===== src/rtl/sipo_frame_rx.sv =====
`default_nettype none
// sipo_frame_rx: start/data/parity/stop serial frame receiver with a one-word
// valid/ready output stage. Reception keeps running while a word waits for the consumer.
module sipo_frame_rx #(
   parameter int WIDTH      = 8,
   parameter int PARITY_EN  = 1,
   parameter int PARITY_ODD = 0,
   parameter int LSB_FIRST  = 1
) (
   input  logic             CLK,
   input  logic             CLR,
   input  logic             SER_IN,
   input  logic             BIT_EN,
   input  logic             RDY,
   output logic [WIDTH-1:0] DATA,
   output logic             VALID,
   output logic             PAR_ERR,
   output logic             FRM_ERR,
   output logic             OVR,
   output logic             BUSY
);
   localparam int   CW      = $clog2(WIDTH + 1);
   localparam logic ODD_BIT = PARITY_ODD[0];

   typedef enum logic [1:0] {
      IDLE      = 2'd0,
      RX_DATA   = 2'd1,
      RX_PARITY = 2'd2,
      RX_STOP   = 2'd3
   } state_t;

   state_t           state, state_nxt;
   logic [CW-1:0]    bit_cnt, bit_cnt_nxt;
   logic [WIDTH-1:0] shift_reg, shift_nxt, shifted;
   logic             par_err_q, par_err_nxt;
   logic             stop_strobe;
   logic             load, drop, xfer;

   always_ff @(posedge CLK or negedge CLR) begin
      if (!CLR) begin
         state     <= IDLE;
         bit_cnt   <= '0;
         shift_reg <= '0;
         par_err_q <= 1'b0;
      end else begin
         state     <= state_nxt;
         bit_cnt   <= bit_cnt_nxt;
         shift_reg <= shift_nxt;
         par_err_q <= par_err_nxt;
      end
   end

   // Shifting the whole register keeps WIDTH=1 legal in both bit orders.
   always_comb begin
      if (LSB_FIRST != 0) begin
         shifted            = shift_reg >> 1;
         shifted[WIDTH-1]   = SER_IN;
      end else begin
         shifted            = shift_reg << 1;
         shifted[0]         = SER_IN;
      end
   end

   always_comb begin
      state_nxt   = state;
      bit_cnt_nxt = bit_cnt;
      shift_nxt   = shift_reg;
      par_err_nxt = par_err_q;
      stop_strobe = 1'b0;
      if (BIT_EN) begin
         case (state)
            IDLE: begin
               if (!SER_IN) begin
                  state_nxt   = RX_DATA;
                  bit_cnt_nxt = '0;
               end
            end
            RX_DATA: begin
               shift_nxt   = shifted;
               bit_cnt_nxt = bit_cnt + CW'(1);
               if (bit_cnt == CW'(WIDTH - 1))
                  state_nxt = (PARITY_EN != 0) ? RX_PARITY : RX_STOP;
            end
            RX_PARITY: begin
               par_err_nxt = ((^shift_reg) ^ SER_IN) != ODD_BIT;
               state_nxt   = RX_STOP;
            end
            RX_STOP: begin
               // A low stop bit is a framing error only; no resync on it.
               stop_strobe = 1'b1;
               state_nxt   = IDLE;
            end
            default: state_nxt = IDLE;
         endcase
      end
   end

   assign xfer = VALID && RDY;
   assign load = stop_strobe && (!VALID || RDY);
   assign drop = stop_strobe && VALID && !RDY;

   always_ff @(posedge CLK or negedge CLR) begin
      if (!CLR) begin
         DATA    <= '0;
         VALID   <= 1'b0;
         PAR_ERR <= 1'b0;
         FRM_ERR <= 1'b0;
         OVR     <= 1'b0;
      end else begin
         if (load) begin
            DATA    <= shift_reg;
            PAR_ERR <= (PARITY_EN != 0) ? par_err_q : 1'b0;
            FRM_ERR <= ~SER_IN;
            VALID   <= 1'b1;
         end else if (xfer) begin
            VALID   <= 1'b0;
         end
         if (drop)
            OVR <= 1'b1;
         else if (xfer)
            OVR <= 1'b0;
      end
   end

   assign BUSY = (state != IDLE);
endmodule
`default_nettype wire

===== config.mk =====
export PLATFORM = sky130hd
export DESIGN_NAME = sipo_frame_rx
export DESIGN_NICKNAME = d
export VERILOG_FILES = /design/src/rtl/sipo_frame_rx.sv
export SDC_FILE = /design/constraint.sdc
export NUM_CORES = 1
export LEC_CHECK = 0
export ABC_CLOCK_PERIOD_IN_PS = 1700
export CAP_MARGIN = 0
export CORE_MARGIN = 4
export CORE_UTILIZATION = 45
export DETAILED_ROUTE_END_ITERATION = 8
export PLACE_DENSITY = 0.79
export SYNTH_ARGS = -nofsm -noshare
export SYNTH_HDL_FRONTEND = slang
export SYNTH_SLANG_ARGS = --single-unit

===== constraint.sdc =====
create_clock -name CLK -period 1.7 [get_ports CLK]
set_input_delay 0.51 -clock CLK [delete_from_list [all_inputs] [get_ports CLK]]
set_output_delay 0.51 -clock CLK [all_outputs]
set_load 0.005 [all_outputs]

==> results of run 1 <==
-- how the worst max path moves through the flow --
stage / start / to / slack [ns] / cells after the start
floorplan: BIT_EN / DATA[0] / 0.20 / 5
global placement: BIT_EN / PAR_ERR / -0.23 / 5
detailed placement: BIT_EN / DATA[6] / -0.25 / 5
CTS: state[0] / BUSY / 0.06 / 4
global route: state[0] / BUSY / -0.01 / 4
finish: state[0] / BUSY / 0.06 / 4
-- power by group through the flow --
stage | registers [mW] | logic [mW] | clock network (mW)
global placement | 1.20 | 1.54 | 0
floorplan | 1.18 | 0.976 | 0
finish | 1.19 | 1.59 | 0.286
global route | 1.24 | 1.81 | 0.321
detailed placement | 1.22 | 1.58 | 0
CTS | 1.20 | 1.60 | 0.299
-- final cells by class --
type,count,area [µm²],share of cell area
Multi-Input combinational cell,70,575.6,0.3536
Clock inverter,1,7.507,0.004612
Timing Repair Buffer,33,285.3,0.1753
Tap cell,31,38.79,0.02383
Inverter,6,22.52,0.01384
Sequential cell,27,675.6,0.4151
Clock buffer,3,22.52,0.01384
-- routing by layer --
layer	global-route usage	up-vias	wire, µm
met2	0.2553	23	1226
met5	0	-	0
met3	0.03983	2	125
met1	0.1789	439	940
met4	0.03030	0	19
li1	-	435	-
-- Yosys cell counts, drive strengths merged --
cell type	count	area share
a21oi	5	0.020
nand2b	1	0.0049
a22o	1	0.0068
xnor3	1	0.018
nor2b	1	0.0049
nand4	1	0.0049
clkbuf	1	0.0029
a21bo	1	0.0078
buf	3	0.012
nor3	1	0.0039
nor2	3	0.0088
xnor2	4	0.027
nand3b	1	0.0059
nand2	11	0.032
xor2	2	0.014
nand3	1	0.0039
and3	1	0.0049
inv	6	0.018
mux2	17	0.15
mux2i	3	0.023
o21ai	5	0.020
ha	5	0.049
a31oi	2	0.0098
dfrtp	27	0.53
nand4b	1	0.0068
a221o	1	0.0078
a31o	1	0.0068
-- worst register-to-register path, delay by kind of cell (launching register included) --
family / cells / cell delay, ns
mux: 1 / 0.27
buf+inv: 3 / 0.36
simple gates: 1 / 0.14
fa+ha+maj: 1 / 0.28
flops: 1 / 0.42
-- cells by family after synthesis --
family / after synthesis / synth area share
compound gates: 16 / 0.07820
xor+xnor: 7 / 0.05865
fa+ha+maj: 5 / 0.04888
buf+inv: 10 / 0.03225
flops: 27 / 0.5279
mux: 20 / 0.1730
simple gates: 22 / 0.08114
-- per-stage QoR --
step / instances / power, mW
2_1_floorplan: 107 / 2.159
3_3_place_gp: 162 / 2.739
3_5_place_dp: 162 / 2.801
4_1_cts: 171 / 3.098
5_1_grt: 171 / 3.372
6_report: 171 / 3.069
-- repair_timing --
| item | in CTS | in global routing |
|---|---|---|
| endpoints found under the hold margin | 0 | 0 |
| pin swaps | 1 | 0 |
| hold buffers | 0 | 0 |
| buffers inserted | 5 | 0 |
| resized for setup | 21 | 1 |
| cloned | 0 | 0 |
| endpoints found under the setup margin | 13 | 10 |
==> impl_metrics.toml, run 1 <==
[global_route]
grt_pass1_wl_um = 4140
grt_overflow_total = 0
grt_max_degree = 28
antenna_found_initial = 0
grt_usage = 0.1453
grt_pass1_vias = 924

[run_status]
status = "finished, final reports clean"

[power]
p_clk_frac = 0.093
switching_share = 0.3463
combPwrFrac = 0.519
ir_worst_vdd_v = 0.001370
netSwitchingPower_mw = 1.063
intPower_mw = 2.006
total_leakage_power_nw = 0.8042
power_density_nw_per_um2 = 1885
p_seq_frac = 0.388

[critical_path]
worstSetupPathType = "reg2out"
r2r_setup_slack_ns = 0.13
cpMaxStageDelayCell = "dfrtp_1"
crit_path_cell_trace = "inv_2, ha_4, inv_2, buf_2"
ff2ff_path_depth = 6
crit_fanout = 2
cp_common_cell = "inv_2"
r2r_end = "shift_reg[3]"
crit_path_start_kind = "flip-flop"
crit_family = "flip-flops"
cp.required_ns = 1.19
slowest_delay_ns = 0.43
r2r_start = "state[1]"
worstPathBufferInverterCount = 3
cp_data_arrival_time_ns = 1.13
crit_path_end_kind = "primary output"

[yosys]
syn_nets = 117
synth_area_um2 = 1280
synth-warning-count = 0
ys_seq_elements = 27
syn_avg_cell_area_um2 = 11.96
ys_types = 28
syn_inst = 107
ys_seq_area_frac = 0.5279

[timing]
grt_setup_unrepaired = "true"
fin_tns_setup_ns = 0
fin_ws_ns = 0.06177
fin_crit_ns = 1.638
final_max_slew_viol_count = 0
fmax_mhz = 610.4
hold_ws_ns = 0.5047
worst_pin_slew_ns = 0.3407
clock_skew_ns = 0.005665
relSlewSlack = 0.7728
setup_viol = 0
finalCritPeriodShare = 0.9637
hold_violations = 0

[die]
start_util = 0.4682
core_um2 = 2734
die_w_um = 61.33
dieArea_um2 = 3761
ios = 18
fp-row-count = 19
dieHeight_um = 61.33

[cts]
ctsLongestPathBuffers = 2
clkTransAtPathRegs_ns = 0.15
numCtsBuffers = 3
htreeDepth = 1
clockRootBuffer = "clkbuf_4"
cts_tree = "done"
cts.sinks = 27
clk-insertion-delay-late_ns = 0.33

[drt]
drc = 0
antenna_left = 0
first_iter_violations = 21
viasPerCell = 5.257
post_drt_wl_per_cell_um = 13.51
drt-pass1-iter-count = 4
wl_um = 2311
num_vias = 899

[place]
portBuffers = 17
dpl_cell_area_um2 = 1565
globalplace.congestion = 0.8566
dp_hpwl_um = 1682
pre_cts_slack_ns = -0.2468

[finish]
diodes = 0
utilization = 0.5954
syn2layout_area_growth_pct = 27.17
drive_gt1_frac = 0.3143
final_common_cell = "dfrtp_1"
n_fill_cell = 223
final_cell_mix = "dfrtp_1 (27), mux2_2 (17), buf_4 (15), dlygate4sd2_1 (12), nand2_1 (11)"
fin_area_um2 = 1628
nets = 151

[hold_path]
min_path_type = "in2reg"
min_from = "BIT_EN"
hold_end = "state[0]"
hold_path_depth = 2

[job]
max_cap_violations = 0
(Power assumes the default switching activity.)
==> run 2, diff against run 1 <==
--- a/config.mk
+++ b/config.mk
@@ -5,12 +5,12 @@
 export SDC_FILE = /design/constraint.sdc
 export NUM_CORES = 1
 export LEC_CHECK = 0
-export ABC_CLOCK_PERIOD_IN_PS = 1700
+export ABC_CLOCK_PERIOD_IN_PS = 1400
 export CAP_MARGIN = 0
 export CORE_MARGIN = 4
 export CORE_UTILIZATION = 45
 export DETAILED_ROUTE_END_ITERATION = 8
-export PLACE_DENSITY = 0.79
+export PLACE_DENSITY = 0.81
 export SYNTH_ARGS = -nofsm -noshare
 export SYNTH_HDL_FRONTEND = slang
 export SYNTH_SLANG_ARGS = --single-unit
==> constraint.sdc (replaced) <==
create_clock -name CLK -period 1.4 [get_ports CLK]
set_input_delay 0.42 -clock CLK [delete_from_list [all_inputs] [get_ports CLK]]
set_output_delay 0.42 -clock CLK [all_outputs]
set_load 0.005 [all_outputs]
==> run 2 against run 1 <==
Effect of this change: the flow now finishes with violations (setup timing); worst setup slack got worse by 0.20 ns; core utilization increased by 11 points; sequential share of layout area decreased by 6.5 points; combinational power increased by 79%; critical path depth unchanged; critical endpoint unchanged.
==> impl_metrics.toml, run 2 (same netlist as run 1, synthesis figures left out) <==
[cts]
cts.sinks = 27
clk-insertion-delay-late_ns = 0.33
hold_buffers = 0
numCtsBuffers = 3
cts_tree = "done"
htreeDepth = 1
ctsLongestPathBuffers = 2
clkTransAtPathRegs_ns = 0.15
clockRootBuffer = "clkbuf_4"

[power]
combPwrFrac = 0.611
total_leakage_power_nw = 0.9581
total_power_mw = 4.654
p_seq_frac = 0.317
intPower_mw = 3.033
power_density_nw_per_um2 = 2406
netSwitchingPower_mw = 1.621
p_clk_frac = 0.072
switching_share = 0.3484
ir_worst_vdd_v = 0.001776

[timing]
clock_skew_ns = 0.007996
finalCritPeriodShare = 1.102
fin_ws_ns = -0.1422
relSlewSlack = 0.8080
hold_violations = 0
fin_crit_ns = 1.542
grt_setup_unrepaired = "true"
setup_viol = 14
final_max_slew_viol_count = 0
fmax_mhz = 648.4
worst_pin_slew_ns = 0.2880

[critical_path]
crit_fanout = 2
crit_path_end_kind = "primary output"
ff2ff_path_depth = 6
crit_path_start_kind = "flip-flop"
cp.required_ns = 0.98
worstSetupPathType = "reg2out"
cp_data_arrival_time_ns = 1.12

[finish]
final_common_cell = "dfrtp_1"
utilization = 0.7076
seqCellArea_um2 = 676.9
n_fill_cell = 183
drive_gt1_frac = 0.5032
syn2layout_area_growth_pct = 51.12
diodes = 0
final_cells = 186
multi_input_area_um2 = 767.0
final_cell_mix = "dfrtp_1 (26), buf_4 (24), mux2_4 (17), nand2_1 (9), clkdlybuf4s15_1 (7)"
nets = 166

[global_route]
grt_pass1_wl_um = 4436
grt_overflow_total = 0
grt_usage = 0.1604
antenna_found_initial = 0
grt_pass1_vias = 1023
grt_max_degree = 28

[die]
ios = 18
die_w_um = 61.33
core_um2 = 2734
dieHeight_um = 61.33
dieArea_um2 = 3761
start_util = 0.4682
fp-row-count = 19

[place]
dp_hpwl_um = 1791
dp.cells = 169
pre_cts_slack_ns = -0.4690
portBuffers = 17
globalplace.congestion = 0.8153

[drt]
first_iter_violations = 25
drt-pass1-iter-count = 4
drc = 0
viasPerCell = 5.242
post_drt_wl_per_cell_um = 16.13
antenna_left = 0
num_vias = 975
wl_um = 3001

[run_status]
violations = "setup timing"
status = "complete, but fails checks"

[hold_path]
min_path_type = "in2async"

[job]
max_cap_violations = 0
-- run 2: cell types whose count changed in the layout (fill, tap and decap cells not counted), sizes merged --
cell,previous run,this run
buf,17,32
dlygate4sd2,12,1
clkdlybuf4s15,0,7
clkbuf,3,7
clkinv,0,1
clkinvlp,1,0
dlymetal6s2s,1,0
nand2,11,12
-- run 2: critical path, stage by stage, from the launching register on --
cell and delay (ns):
dfrtp_1 0.42, inv_2 0.09, ha_4 0.14, inv_2 0.04
buf_6 0.10
-- run 2: metal layers --
| layer | share of wire | GRT usage |
|---|---|---|
| met2 | 0.54 | 0.3066 |
| met3 | 0.027 | 0.02725 |
| met4 | 0.016 | 0.07273 |
| met5 | 0 | 0 |
| met1 | 0.42 | 0.1695 |
-- run 2: cell type report --
type,count,area share
tap,31,0.02005
inverter,6,0.01164
clock inverter,1,0.002587
clock buffer,3,0.01164
multi-input combinational,71,0.3965
sequential,27,0.3499
timing repair buffer,47,0.2076
-- run 2: final timing paths --
kind	from	end	slack, ns
worst min-delay path	CLR	OVR	0.43
min in group CLK	par_err_q	par_err_q	0.53
worst max-delay path	state[1]	BUSY	-0.14
worst min register to register	par_err_q	par_err_q	0.53
worst max register to register	state[0]	bit_cnt[1]	-0.13
max in group asynchronous	CLR	VALID	0.80
-- run 2: timing repair --
action                     4_1_cts  5_1_grt
setup endpoints to repair       37       24
hold endpoints to repair         0        0
setup buffers                    6        6
pin swaps                        5        7
resized for setup               48       41
gates cloned                     1        1
-- run 2: power groups by stage --
| stage | combinational [mW] | sequential, mW | clock, mW |
|---|---|---|---|
| 2_1_floorplan | 1.19 | 1.44 | 0 |
| 3_3_place_gp | 2.04 | 1.42 | 0 |
| 3_5_place_dp | 2.09 | 1.45 | 0 |
| 4_1_cts | 2.28 | 1.43 | 0.344 |
| 5_1_grt | 3.09 | 1.53 | 0.377 |
| 6_report | 2.84 | 1.48 | 0.335 |
-- run 2: per-stage QoR --
step	hold slack, ns	setup TNS [ns]	area (µm²)
6_report	0.4345	-0.7407	1934
5_1_grt	0.4206	-1.635	1934
4_1_cts	0.4323	-1.115	1740
3_5_place_dp	0.4901	-10.38	1620
3_3_place_gp	0.4744	-9.668	1620
2_1_floorplan	0.1244	0	1285
